--- config.mk ---
export PLATFORM = sky130hd
export DESIGN_NAME = output_preprocessor_mc
export DESIGN_NICKNAME = d
export VERILOG_FILES = /design/src/rtl/output_preprocessor_mc.sv
export SDC_FILE = /design/constraint.sdc
export NUM_CORES = 2
export LEC_CHECK = 0
export BUFFER_PORTS_ARGS = -buffer_cell sky130_fd_sc_hd__buf_2
export CORE_UTILIZATION = 42
export DETAILED_ROUTE_END_ITERATION = 10
export MAX_ROUTING_LAYER = met4
export PLACE_DENSITY_LB_ADDON = 0.2
export SYNTH_ARGS = -nofsm -noshare
export SYNTH_HDL_FRONTEND = slang
export SYNTH_SLANG_ARGS = --single-unit
export TNS_END_PERCENT = 30
--- constraint.sdc ---
create_clock -name clk_in -period 28 [get_ports clk_in]
set_input_delay 4.2 -clock clk_in [delete_from_list [all_inputs] [get_ports clk_in]]
set_output_delay 4.2 -clock clk_in [all_outputs]
set_load 0.05 [all_outputs]
--- src/rtl/output_preprocessor_mc.sv ---
// output_preprocessor_mc: multi-channel scale/accumulate/slew/clamp stage
// between the tagged PID stream and the DAC/DDS consumers.
module output_preprocessor_mc #(
  parameter int W_IN         = 18,
  parameter int W_OUT        = 16,
  parameter int W_MULT       = 8,
  parameter int N_CHAN       = 8,
  parameter int W_CHAN       = 3,
  parameter int COMP_LATENCY = 3
) (
  input  logic                     clk_in,
  input  logic                     reset_in,
  input  logic signed [W_IN-1:0]   data_in,
  input  logic [W_CHAN-1:0]        chan_in,
  input  logic                     data_valid_in,
  output logic                     ready_out,
  input  logic [N_CHAN-1:0]        lock_en_in,
  input  logic                     param_wr_en_in,
  input  logic [W_CHAN-1:0]        param_chan_in,
  input  logic [2:0]               param_addr_in,
  input  logic [W_OUT-1:0]         param_data_in,
  input  logic [N_CHAN-1:0]        update_en_in,
  input  logic                     update_in,
  output logic signed [W_OUT-1:0]  data_out,
  output logic [W_CHAN-1:0]        chan_out,
  output logic                     data_valid_out
);

  localparam int W_P   = W_OUT + W_MULT;
  localparam int W_S   = W_P + 2;
  localparam int W_IDX = (N_CHAN > 1) ? $clog2(N_CHAN) : 1;
  localparam int W_CNT = (COMP_LATENCY > 1) ? $clog2(COMP_LATENCY + 1) : 1;

  localparam logic signed [W_OUT-1:0] MAX_RST =
    {1'b0, {(W_OUT-1){1'b1}}};
  localparam logic signed [W_OUT-1:0] MIN_RST =
    {1'b1, {(W_OUT-1){1'b0}}};
  localparam logic signed [W_MULT-1:0] MULT_RST = W_MULT'(1);
  localparam logic [W_CHAN:0] N_CHAN_W = (W_CHAN+1)'(N_CHAN);
  localparam logic [W_CNT-1:0] CNT_LAST = W_CNT'(COMP_LATENCY - 1);

  typedef enum logic [1:0] {
    ST_IDLE,
    ST_COMPUTE,
    ST_SEND,
    ST_DONE
  } state_t;

  state_t state_q, state_d;
  logic [W_CNT-1:0] cnt_q, cnt_d;
  logic signed [W_OUT-1:0] sample_q, sample_d;
  logic [W_CHAN-1:0] chan_q, chan_d;
  logic signed [W_OUT-1:0] data_out_q, data_out_d;
  logic [W_CHAN-1:0] chan_out_q, chan_out_d;

  logic signed [W_OUT-1:0]  max_q [N_CHAN];
  logic signed [W_OUT-1:0]  max_d [N_CHAN];
  logic signed [W_OUT-1:0]  min_q [N_CHAN];
  logic signed [W_OUT-1:0]  min_d [N_CHAN];
  logic signed [W_OUT-1:0]  init_q [N_CHAN];
  logic signed [W_OUT-1:0]  init_d [N_CHAN];
  logic signed [W_MULT-1:0] mult_q [N_CHAN];
  logic signed [W_MULT-1:0] mult_d [N_CHAN];
  logic [W_OUT-1:0]         slew_q [N_CHAN];
  logic [W_OUT-1:0]         slew_d [N_CHAN];
  logic signed [W_OUT-1:0]  prev_q [N_CHAN];
  logic signed [W_OUT-1:0]  prev_d [N_CHAN];

  logic signed [W_OUT-1:0]  sh_max_q [N_CHAN];
  logic signed [W_OUT-1:0]  sh_max_d [N_CHAN];
  logic signed [W_OUT-1:0]  sh_min_q [N_CHAN];
  logic signed [W_OUT-1:0]  sh_min_d [N_CHAN];
  logic signed [W_OUT-1:0]  sh_init_q [N_CHAN];
  logic signed [W_OUT-1:0]  sh_init_d [N_CHAN];
  logic signed [W_MULT-1:0] sh_mult_q [N_CHAN];
  logic signed [W_MULT-1:0] sh_mult_d [N_CHAN];
  logic [W_OUT-1:0]         sh_slew_q [N_CHAN];
  logic [W_OUT-1:0]         sh_slew_d [N_CHAN];

  logic signed [W_OUT-1:0] raw;

  generate
    if (W_OUT < W_IN) begin : g_trunc
      logic unused_lsb;
      assign raw = data_in[W_IN-1 -: W_OUT];
      assign unused_lsb = ^data_in[W_IN-W_OUT-1:0];
    end else begin : g_ext
      assign raw = W_OUT'(data_in);
    end
  endgenerate

  logic [W_IDX-1:0] sel_idx;
  logic             sel_ok;
  logic [W_IDX-1:0] wr_idx;
  logic             wr_ok;

  assign sel_idx = chan_q[W_IDX-1:0];
  assign sel_ok  = {1'b0, chan_q} < N_CHAN_W;
  assign wr_idx  = param_chan_in[W_IDX-1:0];
  assign wr_ok   = param_wr_en_in &&
                   ({1'b0, param_chan_in} < N_CHAN_W);

  logic signed [W_OUT-1:0]  c_max;
  logic signed [W_OUT-1:0]  c_min;
  logic signed [W_OUT-1:0]  c_init;
  logic signed [W_MULT-1:0] c_mult;
  logic [W_OUT-1:0]         c_slew;
  logic signed [W_OUT-1:0]  c_prev;
  logic                     c_lock;

  // Active parameters of the latched channel; unknown tags use defaults
  always_comb begin
    c_max  = MAX_RST;
    c_min  = MIN_RST;
    c_init = '0;
    c_mult = MULT_RST;
    c_slew = '0;
    c_prev = '0;
    c_lock = 1'b1;
    if (sel_ok) begin
      c_max  = max_q[sel_idx];
      c_min  = min_q[sel_idx];
      c_init = init_q[sel_idx];
      c_mult = mult_q[sel_idx];
      c_slew = slew_q[sel_idx];
      c_prev = prev_q[sel_idx];
      c_lock = lock_en_in[sel_idx];
    end
  end

  logic signed [W_P-1:0]   prod;
  logic signed [W_S-1:0]   step;
  logic signed [W_S-1:0]   slew_lim;
  logic signed [W_S-1:0]   val;
  logic signed [W_OUT-1:0] result;

  // Full-precision scale, accumulate, slew-limit and clamp
  always_comb begin
    prod     = W_P'(sample_q) * W_P'(c_mult);
    step     = W_S'(prod);
    slew_lim = $signed({{(W_S-W_OUT){1'b0}}, c_slew});
    if (c_slew != '0) begin
      if (step > slew_lim) begin
        step = slew_lim;
      end else if (step < -slew_lim) begin
        step = -slew_lim;
      end
    end
    val = c_lock ? (W_S'(c_prev) + step) : W_S'(c_init);
    if (val > W_S'(c_max)) begin
      val = W_S'(c_max);
    end
    if (val < W_S'(c_min)) begin
      val = W_S'(c_min);
    end
    result = val[W_OUT-1:0];
  end

  // Sequencer: latch, wait, load outputs, write back
  always_comb begin
    state_d    = state_q;
    cnt_d      = cnt_q;
    sample_d   = sample_q;
    chan_d     = chan_q;
    data_out_d = data_out_q;
    chan_out_d = chan_out_q;
    unique case (state_q)
      ST_IDLE: begin
        if (data_valid_in) begin
          state_d  = ST_COMPUTE;
          cnt_d    = '0;
          sample_d = raw;
          chan_d   = chan_in;
        end
      end
      ST_COMPUTE: begin
        if (cnt_q == CNT_LAST) begin
          state_d    = ST_SEND;
          data_out_d = result;
          chan_out_d = chan_q;
        end else begin
          cnt_d = cnt_q + W_CNT'(1);
        end
      end
      ST_SEND: state_d = ST_DONE;
      ST_DONE: state_d = ST_IDLE;
      default: state_d = ST_IDLE;
    endcase
  end

  // Shadow writes, DONE writeback and update commit (update wins)
  always_comb begin
    for (int i = 0; i < N_CHAN; i++) begin
      max_d[i]     = max_q[i];
      min_d[i]     = min_q[i];
      init_d[i]    = init_q[i];
      mult_d[i]    = mult_q[i];
      slew_d[i]    = slew_q[i];
      prev_d[i]    = prev_q[i];
      sh_max_d[i]  = sh_max_q[i];
      sh_min_d[i]  = sh_min_q[i];
      sh_init_d[i] = sh_init_q[i];
      sh_mult_d[i] = sh_mult_q[i];
      sh_slew_d[i] = sh_slew_q[i];
    end
    if (wr_ok) begin
      unique case (param_addr_in)
        3'd0: sh_max_d[wr_idx]  = param_data_in;
        3'd1: sh_min_d[wr_idx]  = param_data_in;
        3'd2: sh_init_d[wr_idx] = param_data_in;
        3'd3: sh_mult_d[wr_idx] = param_data_in[W_MULT-1:0];
        3'd4: sh_slew_d[wr_idx] = param_data_in;
        default: ;
      endcase
    end
    if ((state_q == ST_DONE) && sel_ok) begin
      prev_d[sel_idx] = data_out_q;
    end
    if (update_in) begin
      for (int i = 0; i < N_CHAN; i++) begin
        if (update_en_in[i]) begin
          max_d[i]  = sh_max_q[i];
          min_d[i]  = sh_min_q[i];
          init_d[i] = sh_init_q[i];
          mult_d[i] = sh_mult_q[i];
          slew_d[i] = sh_slew_q[i];
          prev_d[i] = sh_init_q[i];
        end
      end
    end
  end

  // State, datapath and both parameter banks
  always_ff @(posedge clk_in) begin
    if (reset_in) begin
      state_q    <= ST_IDLE;
      cnt_q      <= '0;
      sample_q   <= '0;
      chan_q     <= '0;
      data_out_q <= '0;
      chan_out_q <= '0;
      for (int i = 0; i < N_CHAN; i++) begin
        max_q[i]     <= MAX_RST;
        min_q[i]     <= MIN_RST;
        init_q[i]    <= '0;
        mult_q[i]    <= MULT_RST;
        slew_q[i]    <= '0;
        prev_q[i]    <= '0;
        sh_max_q[i]  <= MAX_RST;
        sh_min_q[i]  <= MIN_RST;
        sh_init_q[i] <= '0;
        sh_mult_q[i] <= MULT_RST;
        sh_slew_q[i] <= '0;
      end
    end else begin
      state_q    <= state_d;
      cnt_q      <= cnt_d;
      sample_q   <= sample_d;
      chan_q     <= chan_d;
      data_out_q <= data_out_d;
      chan_out_q <= chan_out_d;
      for (int i = 0; i < N_CHAN; i++) begin
        max_q[i]     <= max_d[i];
        min_q[i]     <= min_d[i];
        init_q[i]    <= init_d[i];
        mult_q[i]    <= mult_d[i];
        slew_q[i]    <= slew_d[i];
        prev_q[i]    <= prev_d[i];
        sh_max_q[i]  <= sh_max_d[i];
        sh_min_q[i]  <= sh_min_d[i];
        sh_init_q[i] <= sh_init_d[i];
        sh_mult_q[i] <= sh_mult_d[i];
        sh_slew_q[i] <= sh_slew_d[i];
      end
    end
  end

  assign ready_out      = (state_q == ST_IDLE);
  assign data_valid_out = (state_q == ST_SEND);
  assign data_out       = data_out_q;
  assign chan_out       = chan_out_q;

endmodule

==> flow_summary.json <==
{
  "fin_crit_sh_pct": 62.6,
  "gr-total-overflow": 0,
  "synth_edf_count": 576,
  "synthesis.area_um2": 63700,
  "synthCells": 6063,
  "crit_path_end_kind": "flip-flop",
  "core_um2": 150000,
  "power_frac_comb_pct": 34.2,
  "ys_top_cells_by_area": "edfxtp_1 (27%), dfxtp_1 (24%), nand2_1 (6.6%), mux4_2 (6.0%), a21oi_1 (4.1%)",
  "dp_cells": 7845,
  "setup-tns-final_ps": 0,
  "start_util_pct": 42.4,
  "postRouteAntennaNets": 0,
  "slew_headroom_pct": 16.6,
  "final_nets": 6305,
  "pin_count": 85,
  "cp.arrival_ps": 18190,
  "p_leak_nw": 25.6,
  "finalSetupViolCount": 0,
  "cp.depth": 60,
  "finClkSkew_ps": 42.1,
  "row_count": 142,
  "tightest_slew_ps": 1250,
  "pre_cts_slack_ps": 10690,
  "grt_pass1_wl_mm": 287,
  "yosysUniqueCellTypes": 88,
  "cts-resized-gates": 0,
  "cp_data_required_time_ps": 28660,
  "clkPwrFrac_pct": 31.0,
  "die-height_um": 392,
  "avgSynthCellArea_um2": 10.5,
  "layout_min_cycle_time_ps": 17530,
  "yosys_warnings": 0,
  "viasPerCell": 5.56,
  "cts_setup_buffers": 0,
  "synth_top_flop_cell": "dfxtp_1",
  "grt_usage_pct": 26.2,
  "maxCapViolCount": 0,
  "grt_max_degree": 190,
  "cts_hold_buf": 0,
  "worstSkewPairLatency_ps": 800,
  "drv_slew": 0,
  "min_path_type": "flip-flop to flip-flop",
  "vias": 45090,
  "layoutNonFillerInstCount": 8117,
  "status": "complete, no violations",
  "drcViolationCount": 0,
  "reg2reg_depth": 60,
  "syn_nets": 6394,
  "ys_async_sr_fraction_pct": 0,
  "yosysSeqAreaShare_pct": 50.7,
  "max_freq_ghz": 0.0570,
  "cts_sinks": 1325,
  "htree_num_levels": 4,
  "synth_area_leader_cell": "edfxtp_1",
  "crit_slowest_cell": "dfxtp_4",
  "firstDrtPassIters": 6,
  "first_iter_violations": 3782,
  "yosysTopAreaCellShare_pct": 27.1,
  "p_seq_share_pct": 34.8,
  "finalWorstSetupSlack_ps": 10470,
  "critPathCapture": "data_out[13]",
  "power_per_cell_area_nw_per_um2": 85.7,
  "cts_tree": "done",
  "die_area_um2": 153000,
  "rsz0062_at_grt": "no",
  "cts_made_buffers": 143,
  "crit_fanout": 38,
  "cts.clk_slew.worst_paths_ps": 60,
  "ys_ff_latch": 1325,
  "cp-start-kind": "flip-flop",
  "drive_gt1_share_pct": 11.6,
  "fill_cells": 13866,
  "peakVddDrop_v": 0.0000750,
  "root_buffer": "clkbuf_16",
  "die_w_um": 392,
  "critical_path_class": "flip-flop to flip-flop",
  "gp_congestion": 0.920,
  "dp_hpwl_mm": 121,
  "critPathTopFamily": "compound AO/OA/AOI/OAI gates",
  "synth_common_cells": "nand2_1 (1121), dfxtp_1 (749), edfxtp_1 (576)",
  "power.switching_mw": 2.20,
  "area_growth_syn_to_layout_pct": 11.0,
  "p_int_mw": 3.86,
  "routed_wl_mm": 195,
  "switching_share_pct": 36.3,
  "crit_buf_inv": 6,
  "r2r-end": "data_out[13]",
  "synth.most_common_cell": "nand2_1",
  "rrSetupSlack_ps": 10470,
  "clockBufferDepth": 3,
  "first_global_vias": 43324,
  "antenna_found_initial": 8,
  "slowest_delay_ps": 900,
  "portBuffers": 82,
  "hold_viol": 0,
  "wl_per_cell_um": 24.0
}
-- power groups by stage --
stage	clock network, mW	registers, mW	logic, mW
6_report	1.88	2.11	2.07
5_1_grt	1.98	2.12	2.27
4_1_cts	1.91	2.11	2.05
3_5_place_dp	0	2.15	2.04
3_3_place_gp	0	2.15	2.01
2_1_floorplan	0	2.12	1.47
-- sequential cells by signal, indices dropped and copies added, names as in the netlist, 64 cells and up, named ones only --
name and flops:
init_q 128, max_q 128, min_q 128, prev_q 128, sh_init_q 128, sh_max_q 128
sh_min_q 128, sh_slew_q 128, slew_q 128, mult_q 64, sh_mult_q 64
-- routing by layer --
metal | track usage [%] | wire length [um]
met5 | - | 0
met4 | 9.06 | 6550
met3 | 3.96 | 13400
met2 | 41.0 | 89900
met1 | 34.7 | 84900
-- layout by cell type, fill, tap and decap left out, drive strengths merged, types with 26 or more instances in the layout --
cell,netlist,layout
and2,369,369
nor2b,241,241
mux4,171,171
a21oi,516,516
a211o,70,70
nor2,196,196
xnor2,26,26
clkbuf,373,208
ha,163,163
nand3,67,67
nor3,35,35
a211oi,56,56
dfxtp,749,749
or3,120,120
mux2i,260,260
o21bai,105,105
a21o,42,42
fa,104,104
or2,42,42
nand2,1122,1122
o21ai,65,65
inv,170,180
edfxtp,576,576
nand2b,27,27
clkinv,2,43
nand3b,85,85
buf,50,189
-- worst register-to-register path, delay by kind of cell (launching register included) --
family	cells	cell delay [ps]
and+or+nand+nor	14	3260
muxes	2	700
AOI/OAI and AO/OA	27	7020
DFF	1	900
adders and majority gates	9	3770
xor gates and xnor gates	2	750
buffers and inverters	6	990
-- layout make-up --
| class | instances | area [um2] | area share (%) |
|---|---|---|---|
| flip-flops and latches | 1325 | 32300 | 45.7 |
| multi-input cells | 4143 | 29400 | 41.5 |
| clock buffers | 208 | 4060 | 5.74 |
| well taps | 2016 | 2520 | 3.56 |
| repair buffers | 189 | 1250 | 1.76 |
| inverters | 172 | 651 | 0.920 |
| clock inverters | 58 | 587 | 0.829 |
| diodes | 6 | 15.0 | 0.0212 |
-- metrics by stage --
stage	instance area (um2)	hold slack, ps	util (%)	power, mW
finish	70800	448	47.1	6.06
floorplan	63700	432	-	3.59
global placement	66100	436	44.0	4.17
global route	70800	462	47.1	6.37
CTS	70700	450	47.1	6.07
detailed placement	66100	442	44.0	4.19
-- worst min-delay path by stage --
stage / slack [ps] / depth (start not counted) / to / from
2_1_floorplan: 430 / 2 / sh_init_q[0][0] / sh_init_q[0][0]
3_3_place_gp: 440 / 2 / sh_slew_q[1][58] / sh_slew_q[1][58]
3_5_place_dp: 440 / 2 / sh_slew_q[1][28] / sh_slew_q[1][28]
4_1_cts: 450 / 2 / sh_min_q[0][52] / sh_min_q[0][52]
5_1_grt: 460 / 2 / sh_min_q[0][39] / sh_min_q[0][39]
6_report: 450 / 2 / sh_init_q[0][0] / sh_init_q[0][0]
-- cell families (layout without fill, tap and decap cells) --
logic type,count (synthesis),count (layout),share of synthesized area [%]
other cells,0,6,0
mux,455,455,10.6
fa+ha+maj,267,267,6.47
xor+xnor,44,44,0.605
compound gates,994,994,9.78
flops,1325,1325,50.7
simple gates,2383,2383,18.3
buf+inv,595,627,3.60
No activity file was read; power rests on OpenSTA's default activity.
